--- src/rtl/key_event_gen.sv ---
// key_event_gen
//   Turns the raw held keycode into discrete key events, one per new key,
//   sampled once per video frame. Events go into a 2-entry valid/ready queue.
//
//   Build option: define KEY_AUTOREPEAT_EN to enable repeat events for a held
//   key: the first repeat comes REPEAT_DELAY ticks after the press, then one
//   every REPEAT_PERIOD ticks. Without it only press events are produced, and
//   REPEAT_DELAY / REPEAT_PERIOD have no effect.
//
//   Ports:
//     Clk        in   system clock
//     Reset      in   async active-low reset
//     keycode    in   raw held keycode (0 = no key), Clk domain
//     frame_clk  in   vsync-rate level; rising edges are frame ticks
//     key_valid  out  queue head holds an event
//     key_code   out  head event keycode (0 when empty)
//     key_ready  in   consumer pops the head when key_valid=1
//     key_held   out  a nonzero key is being tracked
//     dropped    out  sticky: an event was lost to a full queue
module key_event_gen #(
    parameter int KEYCODE_W     = 8,
    parameter int REPEAT_DELAY  = 20,
    parameter int REPEAT_PERIOD = 6
) (
    input  logic                 Clk,
    input  logic                 Reset,
    input  logic [KEYCODE_W-1:0] keycode,
    input  logic                 frame_clk,
    output logic                 key_valid,
    output logic [KEYCODE_W-1:0] key_code,
    input  logic                 key_ready,
    output logic                 key_held,
    output logic                 dropped
);

    typedef enum logic [1:0] {ST_IDLE, ST_DELAY, ST_REPEAT} state_t;

    state_t                r_state, w_state_nx;
    logic                  r_f_d1, r_f_d2, w_tick;
    logic [KEYCODE_W-1:0]  r_last, w_last_nx;
    logic                  w_push;
    logic                  r_held;
    logic                  r_dropped;

`ifdef KEY_AUTOREPEAT_EN
    localparam logic [7:0] LP_DELAY  = 8'(REPEAT_DELAY);
    localparam logic [7:0] LP_PERIOD = 8'(REPEAT_PERIOD);
    logic [7:0] r_cnt, w_cnt_nx, w_cnt_inc;
`endif

    // Queue storage and pointers
    logic [1:0][KEYCODE_W-1:0] r_q;
    logic                      r_wp, r_rp;
    logic [1:0]                r_qcnt;
    logic                      w_pop, w_full, w_wr, w_drop;

    // Frame tick: one Clk cycle per frame_clk rising edge
    always_ff @(posedge Clk or negedge Reset) begin
        if (!Reset) begin
            r_f_d1 <= 1'b0;
            r_f_d2 <= 1'b0;
        end else begin
            r_f_d1 <= frame_clk;
            r_f_d2 <= r_f_d1;
        end
    end
    assign w_tick = r_f_d1 & ~r_f_d2;

    // Tracker state register
    always_ff @(posedge Clk or negedge Reset) begin
        if (!Reset) begin
            r_state <= ST_IDLE;
            r_last  <= '0;
            r_held  <= 1'b0;
`ifdef KEY_AUTOREPEAT_EN
            r_cnt   <= 8'd0;
`endif
        end else begin
            r_state <= w_state_nx;
            r_last  <= w_last_nx;
            r_held  <= (w_state_nx != ST_IDLE);
`ifdef KEY_AUTOREPEAT_EN
            r_cnt   <= w_cnt_nx;
`endif
        end
    end

    // Tracker next state; only tick cycles change anything
    always_comb begin
        w_state_nx = r_state;
        w_last_nx  = r_last;
        w_push     = 1'b0;
`ifdef KEY_AUTOREPEAT_EN
        w_cnt_nx   = r_cnt;
        w_cnt_inc  = r_cnt + 8'd1;
`endif
        if (w_tick) begin
            if (keycode == '0) begin
                w_state_nx = ST_IDLE;
                w_last_nx  = '0;
`ifdef KEY_AUTOREPEAT_EN
                w_cnt_nx   = 8'd0;
`endif
            end else if (keycode != r_last) begin
                // New key or key switch while held: fresh press
                w_push     = 1'b1;
                w_last_nx  = keycode;
                w_state_nx = ST_DELAY;
`ifdef KEY_AUTOREPEAT_EN
                w_cnt_nx   = 8'd0;
            end else if (r_state == ST_DELAY) begin
                if (w_cnt_inc == LP_DELAY) begin
                    w_push     = 1'b1;
                    w_cnt_nx   = 8'd0;
                    w_state_nx = ST_REPEAT;
                end else begin
                    w_cnt_nx   = w_cnt_inc;
                end
            end else if (r_state == ST_REPEAT) begin
                if (w_cnt_inc == LP_PERIOD) begin
                    w_push   = 1'b1;
                    w_cnt_nx = 8'd0;
                end else begin
                    w_cnt_nx = w_cnt_inc;
                end
`endif
            end
        end
    end

    // Queue control. At full with a simultaneous pop, the write slot equals
    // the slot being popped, so the write safely reuses it.
    assign w_pop  = key_valid & key_ready;
    assign w_full = (r_qcnt == 2'd2);
    assign w_wr   = w_push & (~w_full | w_pop);
    assign w_drop = w_push & w_full & ~w_pop;

    always_ff @(posedge Clk or negedge Reset) begin
        if (!Reset) begin
            r_q       <= '0;
            r_wp      <= 1'b0;
            r_rp      <= 1'b0;
            r_qcnt    <= 2'd0;
            r_dropped <= 1'b0;
        end else begin
            if (w_wr) r_q[r_wp] <= keycode;
            r_wp <= r_wp ^ w_wr;
            r_rp <= r_rp ^ w_pop;
            case ({w_wr, w_pop})
                2'b10:   r_qcnt <= r_qcnt + 2'd1;
                2'b01:   r_qcnt <= r_qcnt - 2'd1;
                default: r_qcnt <= r_qcnt;
            endcase
            if (w_drop) r_dropped <= 1'b1;
        end
    end

    assign key_valid = (r_qcnt != 2'd0);
    assign key_code  = key_valid ? r_q[r_rp] : '0;
    assign key_held  = r_held;
    assign dropped   = r_dropped;

endmodule

--- config.mk ---
export PLATFORM = sky130hd
export DESIGN_NAME = key_event_gen
export DESIGN_NICKNAME = d
export VERILOG_FILES = /design/src/rtl/key_event_gen.sv
export SDC_FILE = /design/constraint.sdc
export NUM_CORES = 1
export LEC_CHECK = 0
export BUFFER_PORTS_ARGS = -buffer_cell sky130_fd_sc_hd__buf_2
export CAP_MARGIN = 40
export CORE_MARGIN = 4
export CORE_UTILIZATION = 49
export CTS_CLUSTER_SIZE = 16
export DETAILED_ROUTE_END_ITERATION = 8
export PLACE_DENSITY = 0.7
export RECOVER_POWER = 100
export SETUP_SLACK_MARGIN = 0.05
export SYNTH_ARGS = -nofsm -noshare
export SYNTH_HDL_FRONTEND = slang
export SYNTH_SLANG_ARGS = --single-unit
--- constraint.sdc ---
create_clock -name Clk -period 6.1 [get_ports Clk]
set_input_delay 0.305 -clock Clk [delete_from_list [all_inputs] [get_ports Clk]]
set_output_delay 0.305 -clock Clk [all_outputs]
set_load 0.01 [all_outputs]
==> flow_metrics.py <==
metrics = {
    "yosys": {
        "ys_ff_latch": 34,
        "yosys.area.top_type": "dfrtp_1",
        "ys_seq_area_share_pct": 53.38,
        "synth.cell_area_um2": 1594,
        "ys.flop_type": "dfrtp_1",
        "synthTopCellsByArea": "dfrtp_1 (53%), mux2_2 (11%), mux2i_1 (10%)",
        "synth_top_area_share_pct": 53.38,
        "synth_area_per_cell_um2": 11.90,
        "synth_edf_count": 0,
        "synth_warnings": 0,
        "synth_cell_types": 23,
        "async_reset_ff_share_pct": 100.0,
        "syn_inst": 134,
        "synth_nets": 149,
    },
    "worst_setup_path": {
        "r2r-start": "r_last[7]",
        "r2r_cells": 6,
        "criticalPathCategory": "flip-flop to flip-flop",
        "critPathLaunchType": "flip-flop",
        "crit_required_ns": 6.31,
        "critPathArrivalTime_ns": 3.53,
        "ff2ff_setup_slack_ns": 2.78,
        "rr_endpoint": "r_q[14]",
        "path_max_fanout": 14,
        "critPathCaptureType": "flip-flop",
    },
    "global_routing": {
        "grt_overflow": 0,
        "antenna_found_initial": 0,
        "grt_pass1_wl_mm": 4.892,
        "grt_pass1_vias": 1049,
        "gr-usage-all-layers_pct": 15.51,
        "grt_max_degree": 35,
    },
    "sta": {
        "period_needed_ns": 3.320,
        "setup_tns_ns": 0,
        "setup-violations-final": 0,
        "slew_violations": 50,
        "tightest_slew_ns": 1.944,
        "hold-worst-slack_ns": 0.07928,
        "slew_headroom_pct": -30.96,
        "finalHoldViolations": 0,
        "timing.final.crit_share_pct": 54.43,
        "fin_worst_skew_ns": 0.007496,
        "max_freq_ghz": 0.3012,
        "rsz0062_at_grt": "no",
    },
    "place": {
        "io_buffer_count": 22,
        "dpl_cell_area_um2": 1730,
        "dp_cells": 195,
        "gp_congestion": 0.7200,
        "dp_hpwl_mm": 2.020,
    },
    "floorplanning": {
        "die_h_um": 65.04,
        "io-pin-count": 23,
        "core_um2": 3078,
        "start_util_pct": 51.79,
        "design.die.area_um2": 4230,
        "rows": 20,
        "die_w_um": 65.04,
    },
    "run_status": {
        "violations": "capacitance limit, slew limit",
        "outcome": "finished, violations left",
    },
    "routing": {
        "routed-via-count": 1005,
        "drt_first_pass_iters": 4,
        "wl_per_cell_um": 13.93,
        "ant_nets": 0,
        "first_iter_violations": 32,
        "vias_per_cell": 5.000,
        "drcViolationCount": 0,
        "wirelength_mm": 2.799,
    },
    "cells_and_area": {
        "n_antenna_cell": 0,
        "layout_common_cells": "dfrtp_1 (34), mux2i_1 (16), mux2_2 (15)",
        "final_common_cell": "dfrtp_1",
        "area_delta_synth_final_pct": 10.44,
        "stdcell_count": 201,
        "fin_nets": 173,
        "final_design_area_no_fill_um2": 1760,
        "drive_above_1_share_pct": 20.38,
    },
    "power": {
        "powerDensity_nw_per_um2": 428.7,
        "max-vdd-ir-drop_v": 0.0002286,
        "power_w": 0.0007546,
        "leakage_nw": 0.8582,
    },
    "run": {
        "drv_cap": 2,
    },
    "cts": {
        "postCtsSetupBuffers": 0,
        "cts.sinks": 34,
        "cts_hold_buf": 0,
        "cts_buffers": 5,
        "clk_latency_ns": 0.33,
        "cts_buffer_depth": 2,
        "clk_pin_slew_ns": 0.10,
        "cts_tree": "done",
        "cts_max_level": 2,
        "cts_resized": 0,
        "ctsRootBufferMaster": "clkbuf_4",
    },
    "min_path": {
        "min-delay-start": "frame_clk",
        "hp-class": "primary input to flip-flop",
        "hold_depth": 1,
        "hold_end": "r_f_d1",
    },
}
## worst max-delay path: stages, from the launching register on
cell and delay [ns]:
dfrtp_1 0.40, xnor2_1 0.19, nand4_1 0.10, o21ai_0 1.49, nor3b_1 0.20, ha_1 0.44
mux2_1 0.38
## Yosys cell counts (2+ instances only)
master	number
a21boi_0	2
buf_2	2
clkbuf_1	2
dfrtp_1	34
ha_1	3
inv_1	12
mux2_2	16
mux2i_1	16
nand2_1	10
nand4_1	2
nor2_1	10
nor2b_1	2
nor3b_1	2
nor4_1	2
xnor2_1	10
xor2_1	2
## state kept, by name (all words and copies together), names as in the netlist
| name | flops |
|---|---|
| r_last | 8 |
| r_f_d1 | 1 |
| r_qcnt | 2 |
| r_rp | 1 |
| r_f_d2 | 1 |
| r_state | 2 |
| key_held | 1 |
| r_q | 16 |
| r_wp | 1 |
| dropped | 1 |
## through the flow
stage,setup slack [ns],utilization (%)
floorplan,4.065,-
global placement,3.750,56.22
detailed placement,3.739,56.22
CTS,3.782,57.89
global route,2.512,57.20
finish,2.780,57.20
## power breakdown
| group | switching (W) | internal, W | total [W] | leakage (nW) |
|---|---|---|---|---|
| clock | 0.0000704 | 0.0000519 | 0.000122 | 0.0302 |
| combinational | 0.000132 | 0.000136 | 0.000268 | 0.433 |
| sequential | 0.0000589 | 0.000305 | 0.000364 | 0.395 |
| total | 0.000262 | 0.000493 | 0.000755 | 0.858 |
## metal layers
layer	global-route usage, %	share of wire, %	wire (µm)	vias up
met5	0	0	0	-
met4	7.772	2.1	59	0
met3	3.986	4.3	120	9
met2	24.01	47	1302	24
met1	20.09	47	1317	484
li1	-	-	-	488
## layout make-up
type / instances / area [µm²]
fill: 283 / 1318
sequential: 34 / 850.8
multi-input combinational: 83 / 663.1
timing repair buffer: 22 / 95.09
tap: 44 / 55.05
clock buffer: 6 / 51.30
inverter: 12 / 45.04
## logic make-up (layout without fill, tap and decap cells)
kind of cell | after synthesis | count (layout) | synth area share, %
flip-flops | 34 | 34 | 53.38
multiplexers | 32 | 32 | 21.35
AND/OR/NAND/NOR | 32 | 32 | 9.733
buffers and inverters | 17 | 40 | 4.631
XOR/XNOR | 12 | 12 | 6.593
AO/OA/AOI/OAI | 4 | 4 | 1.962
adder cells (fa/ha/maj) | 3 | 3 | 2.355
## worst max-delay path by stage
stage               startpoint       to  cells past startpoint
global route         r_last[2]  r_q[14]                      6
finish               r_last[7]  r_q[14]                      6
global placement    keycode[0]  r_q[11]                      7
detailed placement  keycode[0]  r_q[14]                      7
CTS                  r_last[7]  r_q[14]                      6
floorplan            r_last[3]   r_q[0]                      8
Power figures use the tool's default switching activity.
